## src/rtl/phase_sequencer_pkg.sv

```systemverilog
// Shared CPU sequencing package: phase encodings, default sizing and the
// Moore strobe decode used by the phase sequencer.
package phase_sequencer_pkg;

    // Phase encodings are architectural: they appear directly on the phase port.
    typedef enum logic [2:0] {
        PH_IDLE     = 3'd0,
        PH_FETCH    = 3'd1,
        PH_DECODE   = 3'd2,
        PH_EXEC     = 3'd3,
        PH_MD_WAIT  = 3'd4,
        PH_MEM      = 3'd5,
        PH_MEM_WAIT = 3'd6,
        PH_WB       = 3'd7
    } phase_e;

    // Default maximum number of cycles spent waiting on the mul/div unit.
    localparam int unsigned MD_TIMEOUT_DEF = 64;
    // Default width of the retired-instruction counter.
    localparam int unsigned CNT_W_DEF      = 32;

    // One bit per sequencer output strobe plus the busy flag.
    typedef struct packed {
        logic fetch;
        logic dec;
        logic alu;
        logic md_start;
        logic ram;
        logic reg_wb;
        logic busy;
    } strobe_t;

    // Where the sequence goes once the compute part of an instruction is over.
    function automatic phase_e post_compute_phase(input logic mem_flag);
        return mem_flag ? PH_MEM : PH_WB;
    endfunction

    // Pure decode of the registered phase; md_start additionally needs the
    // captured muldiv flag, which is itself a register, so the result stays glitch-free.
    function automatic strobe_t decode_strobes(input phase_e ph, input logic md_flag);
        strobe_t s;
        s          = '0;
        s.busy     = (ph != PH_IDLE);
        s.fetch    = (ph == PH_FETCH);
        s.dec      = (ph == PH_DECODE);
        s.alu      = (ph == PH_EXEC);
        s.md_start = (ph == PH_EXEC) && md_flag;
        s.ram      = (ph == PH_MEM);
        s.reg_wb   = (ph == PH_WB);
        return s;
    endfunction

endpackage

```

## src/rtl/phase_sequencer_timeout.sv

```systemverilog
// Cycle counter guarding the mul/div wait phase. It counts enabled cycles
// from zero after a clear and flags the LIMIT-th enabled cycle as expired.
module seq_timeout_cnt
    import phase_sequencer_pkg::*;
#(
    parameter int unsigned LIMIT = MD_TIMEOUT_DEF
) (
    input  logic clk_100M,
    input  logic rst_n,
    input  logic clear_i,
    input  logic enable_i,
    output logic expired_o
);

    localparam int unsigned CW = $clog2(LIMIT + 1);

    logic [CW-1:0] cnt_q;
    logic [CW-1:0] cnt_d;
    logic          at_limit;

    // The k-th enabled cycle after a clear sees cnt_q == k-1.
    assign at_limit  = (cnt_q == CW'(LIMIT - 1));
    assign expired_o = enable_i && at_limit;

    // Next count: clear wins, otherwise advance while enabled and not yet at the limit.
    always_comb begin
        cnt_d = cnt_q;
        if (clear_i) begin
            cnt_d = '0;
        end else if (enable_i && !at_limit) begin
            cnt_d = cnt_q + CW'(1);
        end
    end

    // Count register, cleared asynchronously by reset.
    always_ff @(posedge clk_100M or negedge rst_n) begin
        if (!rst_n) begin
            cnt_q <= '0;
        end else begin
            cnt_q <= cnt_d;
        end
    end

endmodule

```

## src/rtl/phase_sequencer.sv

```systemverilog
// Instruction phase sequencer: steps each instruction through fetch, decode,
// execute, optional mul/div wait, optional RAM access and writeback.
//
// Handshake semantics: md_done and mem_ready are level "done" indications
// from the respective units. They are only sampled in MD_WAIT and MEM_WAIT;
// the cycle in which the sequencer sees them high is the completion cycle, and
// the sequencer leaves the wait phase on the following clock edge. Values
// presented in any other phase have no effect.
module phase_sequencer
    import phase_sequencer_pkg::*;
#(
    parameter int unsigned MD_TIMEOUT = MD_TIMEOUT_DEF,
    parameter int unsigned CNT_W      = CNT_W_DEF
) (
    input  logic             clk_100M,
    input  logic             rst_n,
    input  logic             run,
    input  logic             is_mem,
    input  logic             is_muldiv,
    input  logic             md_done,
    input  logic             mem_ready,
    output logic             en_fetch,
    output logic             en_dec,
    output logic             en_alu,
    output logic             en_reg,
    output logic             md_start,
    output logic             en_ram,
    output logic [2:0]       phase,
    output logic             busy,
    output logic             md_fault,
    output logic [CNT_W-1:0] instr_cnt
);

    phase_e           state_q, state_d;
    logic             mem_q, mem_d;
    logic             md_q, md_d;
    logic             fault_q, fault_d;
    logic [CNT_W-1:0] cnt_q, cnt_d;
    logic             md_expired;
    logic             md_timeout_hit;
    strobe_t          strobe_s;

    // The timeout counter only runs in MD_WAIT and restarts from zero on every entry.
    seq_timeout_cnt #(
        .LIMIT (MD_TIMEOUT)
    ) u_md_timeout (
        .clk_100M  (clk_100M),
        .rst_n     (rst_n),
        .clear_i   (state_q != PH_MD_WAIT),
        .enable_i  (state_q == PH_MD_WAIT),
        .expired_o (md_expired)
    );

    // md_done in the expiry cycle counts as a normal completion, not a fault.
    assign md_timeout_hit = (state_q == PH_MD_WAIT) && md_expired && !md_done;

    // Next-state logic; a raised fault parks the sequencer in IDLE until reset.
    always_comb begin
        state_d = state_q;
        unique case (state_q)
            PH_IDLE: begin
                if (run && !fault_q) begin
                    state_d = PH_FETCH;
                end
            end
            PH_FETCH:  state_d = PH_DECODE;
            PH_DECODE: state_d = PH_EXEC;
            PH_EXEC: begin
                // Mul/div always precedes the RAM phase when both are needed.
                if (md_q) begin
                    state_d = PH_MD_WAIT;
                end else begin
                    state_d = post_compute_phase(mem_q);
                end
            end
            PH_MD_WAIT: begin
                if (md_done) begin
                    state_d = post_compute_phase(mem_q);
                end else if (md_timeout_hit) begin
                    state_d = PH_IDLE;
                end
            end
            PH_MEM: state_d = PH_MEM_WAIT;
            PH_MEM_WAIT: begin
                if (mem_ready) begin
                    state_d = PH_WB;
                end
            end
            PH_WB: begin
                // run only gates the start of the next instruction, never the current one.
                state_d = run ? PH_FETCH : PH_IDLE;
            end
            default: state_d = PH_IDLE;
        endcase
    end

    // Instruction flags, sticky fault and retired counter next values.
    always_comb begin
        mem_d   = mem_q;
        md_d    = md_q;
        fault_d = fault_q;
        cnt_d   = cnt_q;
        if (state_q == PH_DECODE) begin
            mem_d = is_mem;
            md_d  = is_muldiv;
        end
        if (md_timeout_hit) begin
            fault_d = 1'b1;
        end
        if (state_q == PH_WB) begin
            cnt_d = cnt_q + CNT_W'(1);
        end
    end

    // Phase register; reset forces IDLE immediately, aborting any instruction.
    always_ff @(posedge clk_100M or negedge rst_n) begin
        if (!rst_n) begin
            state_q <= PH_IDLE;
        end else begin
            state_q <= state_d;
        end
    end

    // Captured instruction flags, fault flag and retired-instruction counter.
    always_ff @(posedge clk_100M or negedge rst_n) begin
        if (!rst_n) begin
            mem_q   <= 1'b0;
            md_q    <= 1'b0;
            fault_q <= 1'b0;
            cnt_q   <= '0;
        end else begin
            mem_q   <= mem_d;
            md_q    <= md_d;
            fault_q <= fault_d;
            cnt_q   <= cnt_d;
        end
    end

    // Moore output decode of the registered phase.
    always_comb begin
        strobe_s = decode_strobes(state_q, md_q);
    end

    assign en_fetch  = strobe_s.fetch;
    assign en_dec    = strobe_s.dec;
    assign en_alu    = strobe_s.alu;
    assign md_start  = strobe_s.md_start;
    assign en_ram    = strobe_s.ram;
    assign en_reg    = strobe_s.reg_wb;
    assign busy      = strobe_s.busy;
    assign phase     = state_q;
    assign md_fault  = fault_q;
    assign instr_cnt = cnt_q;

endmodule

```

## config.mk

```make
export PLATFORM = sky130hd
export DESIGN_NAME = phase_sequencer
export DESIGN_NICKNAME = d
export VERILOG_FILES = /design/src/rtl/phase_sequencer_pkg.sv /design/src/rtl/phase_sequencer_timeout.sv /design/src/rtl/phase_sequencer.sv
export SDC_FILE = /design/constraint.sdc
export NUM_CORES = 1
export LEC_CHECK = 0
export CORE_UTILIZATION = 45
export CTS_CLUSTER_SIZE = 16
export DETAILED_ROUTE_END_ITERATION = 16
export HOLD_SLACK_MARGIN = 0.12
export PLACE_DENSITY_LB_ADDON = 0.25
export SYNTH_ARGS = -nofsm -noshare
export SYNTH_HDL_FRONTEND = slang
export SYNTH_HIERARCHICAL = 1
export SYNTH_SLANG_ARGS = --single-unit
```

## constraint.sdc

```tcl
create_clock -name clk_100M -period 1.55 [get_ports clk_100M]
set_input_delay 0.31 -clock clk_100M [delete_from_list [all_inputs] [get_ports clk_100M]]
set_output_delay 0.31 -clock clk_100M [all_outputs]
set_load 0.005 [all_outputs]
```

==> results of run 1 <==
how the worst max path moves through the flow:
stage / slack (ps) / end
after floorplan: -80 / u_md_timeout/cnt_q[5]
after global placement: -70 / busy
after detailed placement: -110 / u_md_timeout/cnt_q[5]
after CTS: -140 / busy
after global routing: -230 / instr_cnt[31]
final: -160 / u_md_timeout/cnt_q[5]
final cells by class:
| class | instances | share of cell area, % |
|---|---|---|
| timing repair buffer | 129 | 30.1 |
| inverter | 5 | 0.567 |
| clock buffer | 7 | 2.04 |
| sequential | 45 | 30.1 |
| tap | 52 | 1.74 |
| clock inverter | 1 | 0.200 |
| multi-input combinational | 142 | 35.3 |
flip-flops by register name (all words and copies together), names as in the netlist:
name / cells
md_fault: 1
phase: 3
u_md_timeout/cnt_q: 7
mem_q: 1
instr_cnt: 32
md_q: 1
routing by layer:
layer	wire length [µm]	up-vias	global-route usage [%]
li1	-	954	-
met1	2870	1072	29.3
met2	3650	74	37.6
met3	310	23	4.08
met4	275	0	6.97
met5	0	-	0
worst reg2reg max path, delay by kind of cell (launching register included):
| family | cells | cell delay (ps) |
|---|---|---|
| AO/OA/AOI/OAI | 1 | 100 |
| buffers and inverters | 3 | 340 |
| flip-flops | 1 | 400 |
| multiplexers | 1 | 310 |
| AND/OR/NAND/NOR | 3 | 450 |
cell families (layout without fill, tap and decap cells):
| logic type | after synthesis | count (layout) | share of synthesized area, % |
|---|---|---|---|
| AOI/OAI and AO/OA | 15 | 15 | 4.47 |
| xor gates and xnor gates | 31 | 31 | 12.4 |
| and+or+nand+nor | 88 | 88 | 25.1 |
| buffers and inverters | 11 | 142 | 2.24 |
| muxes | 6 | 6 | 3.04 |
| adders and majority gates | 2 | 2 | 1.15 |
| DFF | 45 | 45 | 51.6 |
synthesized netlist by cell type (2+ instances only):
cell / number
a211oi_1: 2
buf_2: 2
nor2_1: 11
nand2_1: 12
and3_1: 11
a31oi_1: 2
dfrtp_1: 45
nand3b_1: 2
nand3_1: 20
a21oi_1: 3
nor3_1: 4
inv_1: 5
xnor2_1: 24
nand2b_1: 3
xor2_1: 7
o21ai_0: 2
nor2b_1: 2
mux2_2: 4
ha_1: 2
clkbuf_1: 2
nand4_1: 5
o22ai_1: 2
and4_1: 2
and2_1: 4
nor4_4: 2
metrics by stage:
stage | instances | instance area, µm² | TNS, ps
floorplan | 198 | 2200 | -667
global placement | 338 | 3050 | -390
detailed placement | 338 | 3050 | -1080
CTS | 372 | 3460 | -845
global route | 381 | 3750 | -4980
finish | 381 | 3750 | -2910
power by group through the flow:
| stage | Clock, mW | Combinational, mW | Sequential, mW |
|---|---|---|---|
| floorplan | 0 | 0.572 | 1.47 |
| global placement | 0 | 1.28 | 1.42 |
| detailed placement | 0 | 1.31 | 1.43 |
| CTS | 0.718 | 1.70 | 1.39 |
| global route | 0.786 | 2.10 | 1.44 |
| finish | 0.740 | 1.98 | 1.42 |
repair_timing:
| action | CTS | global route |
|---|---|---|
| hold buffers | 1 | 0 |
| gates cloned | 0 | 1 |
| resized for setup | 77 | 55 |
| pin swaps | 23 | 32 |
| endpoints found under the hold margin | 45 | 0 |
| setup buffers | 25 | 11 |
| endpoints found under the setup margin | 53 | 45 |
==> impl_metrics.env, run 1 <==
export IMPL_outcome="complete, but fails checks"
export IMPL_violations="negative setup slack"
export IMPL_p_per_area_nw_per_um2=1100
export IMPL_rr_worst_depth=8
export IMPL_cts_sinks=45
export IMPL_slowest_stage="dfrtp_1"
export IMPL_crit_buf_inv=3
export IMPL_r2r_slack_ps=-160
export IMPL_rsz0062_at_grt="true"
export IMPL_fmax_ghz=0.585
export IMPL_hp_start="instr_cnt[31]"
export IMPL_critical_path_required_ps=1740
export IMPL_final_antenna_net_count=0
export IMPL_crit_family="simple AND/OR/NAND/NOR gates"
export IMPL_start_util_pct=48.5
export IMPL_r2r_end="u_md_timeout/cnt_q[5]"
export IMPL_io_pins=50
export IMPL_seqCellArea_um2=1130
export IMPL_async_flop_share_pct=100
export IMPL_setup_ws_ps=-161
export IMPL_rr_startpoint="phase[0]"
export IMPL_worstPathCellList="buf_6 -> buf_6 -> nor2_4 -> nand2_2 -> inv_4 -> and4_4 -> o2111ai_4 -> mux2_4"
export IMPL_worstMarginPinSlew_ps=398
export IMPL_synth_cell_types=43
export IMPL_synth_cells=198
export IMPL_multi_input_area_um2=1320
export IMPL_core_um2=4500
export IMPL_p_switching_mw=1.41
export IMPL_grt_max_degree=46
export IMPL_hp_class="reg -> reg"
export IMPL_clkLatencyLatePin_ps=310
export IMPL_synth_top_area_share_pct=51.6
export IMPL_drtIter0Drc=98
export IMPL_hold_viol_final=0
export IMPL_dr_pass1_iters=4
export IMPL_pwr_share_clk_pct=17.9
export IMPL_p_leak_nw=1.88
export IMPL_place_hpwl_um=3410
export IMPL_grt_pass1_wl_um=8980
export IMPL_drc=0
export IMPL_setup_viol=37
export IMPL_post_place_ws_ps=-108
export IMPL_clk_pin_slew_ps=90
export IMPL_worstSetupEndpointType="register"
export IMPL_path_class="reg -> reg"
export IMPL_antenna_found_initial=0
export IMPL_ys_ff_latch=45
export IMPL_num_antenna_cells=0
export IMPL_fin_crit_ps=1710
export IMPL_drv_slew=0
export IMPL_synth_nets=207
export IMPL_n_fill_cell=238
export IMPL_finalPower_mw=4.14
export IMPL_synth_area_top_cells="dfrtp_1 52%, xnor2_1 9.6%, nand3_1 4.6%"
export IMPL_yosysSeqAreaShare_pct=51.6
export IMPL_finClkSkew_ps=15.7
export IMPL_hold_depth=1
export IMPL_path_max_fanout=5
export IMPL_min_to="instr_cnt[31]"
export IMPL_rows=24
export IMPL_slew_headroom_pct=73.4
export IMPL_final_common_cell="buf_4"
export IMPL_startpoint_type="register"
export IMPL_period_share_pct=110
export IMPL_place_gp_congestion=0.766
export IMPL_grt_overflow_total=0
export IMPL_final_cell_mix="60 x buf_4, 44 x dfrtp_1, 19 x buf_6, 19 x dlygate4sd2_1, 18 x xnor2_1"
export IMPL_pwr_share_seq_pct=34.4
export IMPL_worst_path_stages=8
export IMPL_cts_tree="done"
export IMPL_pwr_share_comb_pct=47.8
export IMPL_die_y_um=71.7
export IMPL_intPower_mw=2.73
export IMPL_path_common_cell="buf_6"
export IMPL_fp_dieArea_um2=5130
export IMPL_swShare_pct=34.0
export IMPL_clockBufferDepth=2
export IMPL_grt_pass1_vias=1958
export IMPL_layout_nets=337
export IMPL_cts_root_buf="clkbuf_8"
export IMPL_yosysTopAreaCell="dfrtp_1"
export IMPL_routed_wl_um=7110
export IMPL_syn_mean_instance_area_um2=11.0
export IMPL_synth_edf_count=0
export IMPL_via_count=2123
export IMPL_numCtsBuffers=5
export IMPL_port_buffers=49
export IMPL_gr_usage_all_layers_pct=22.3
export IMPL_syn_area_um2=2180
export IMPL_cp_arrival_ps=1900
export IMPL_irDropWorstVdd_mv=0.752
export IMPL_drive_gt1_share_pct=46.2
export IMPL_die_w_um=71.7
export IMPL_post_route_util_pct=83.3
export IMPL_hold_slack_ps=481
export IMPL_critPathMaxStageDelay_ps=400
export IMPL_cp_startpoint="phase[0]"
export IMPL_synth_warnings=6
export IMPL_yosys_most_used_dff="dfrtp_1"
export IMPL_h_tree_depth=2
export IMPL_area_growth_pct=71.7
export IMPL_wl_per_cell_um=18.7
export IMPL_timing_max_cap_violations=0
export IMPL_viasPerCell=5.57
Power figures use the tool's default switching activity.
==> run 2: changes to the inputs <==
--- a/config.mk
+++ b/config.mk
@@ -5,6 +5,7 @@
 export SDC_FILE = /design/constraint.sdc
 export NUM_CORES = 1
 export LEC_CHECK = 0
+export CAP_MARGIN = 20
 export CORE_UTILIZATION = 45
 export CTS_CLUSTER_SIZE = 16
 export DETAILED_ROUTE_END_ITERATION = 16
==> results of run 2 <==
Same layout as run 1: the final DEF is identical, and so are final timing and power.
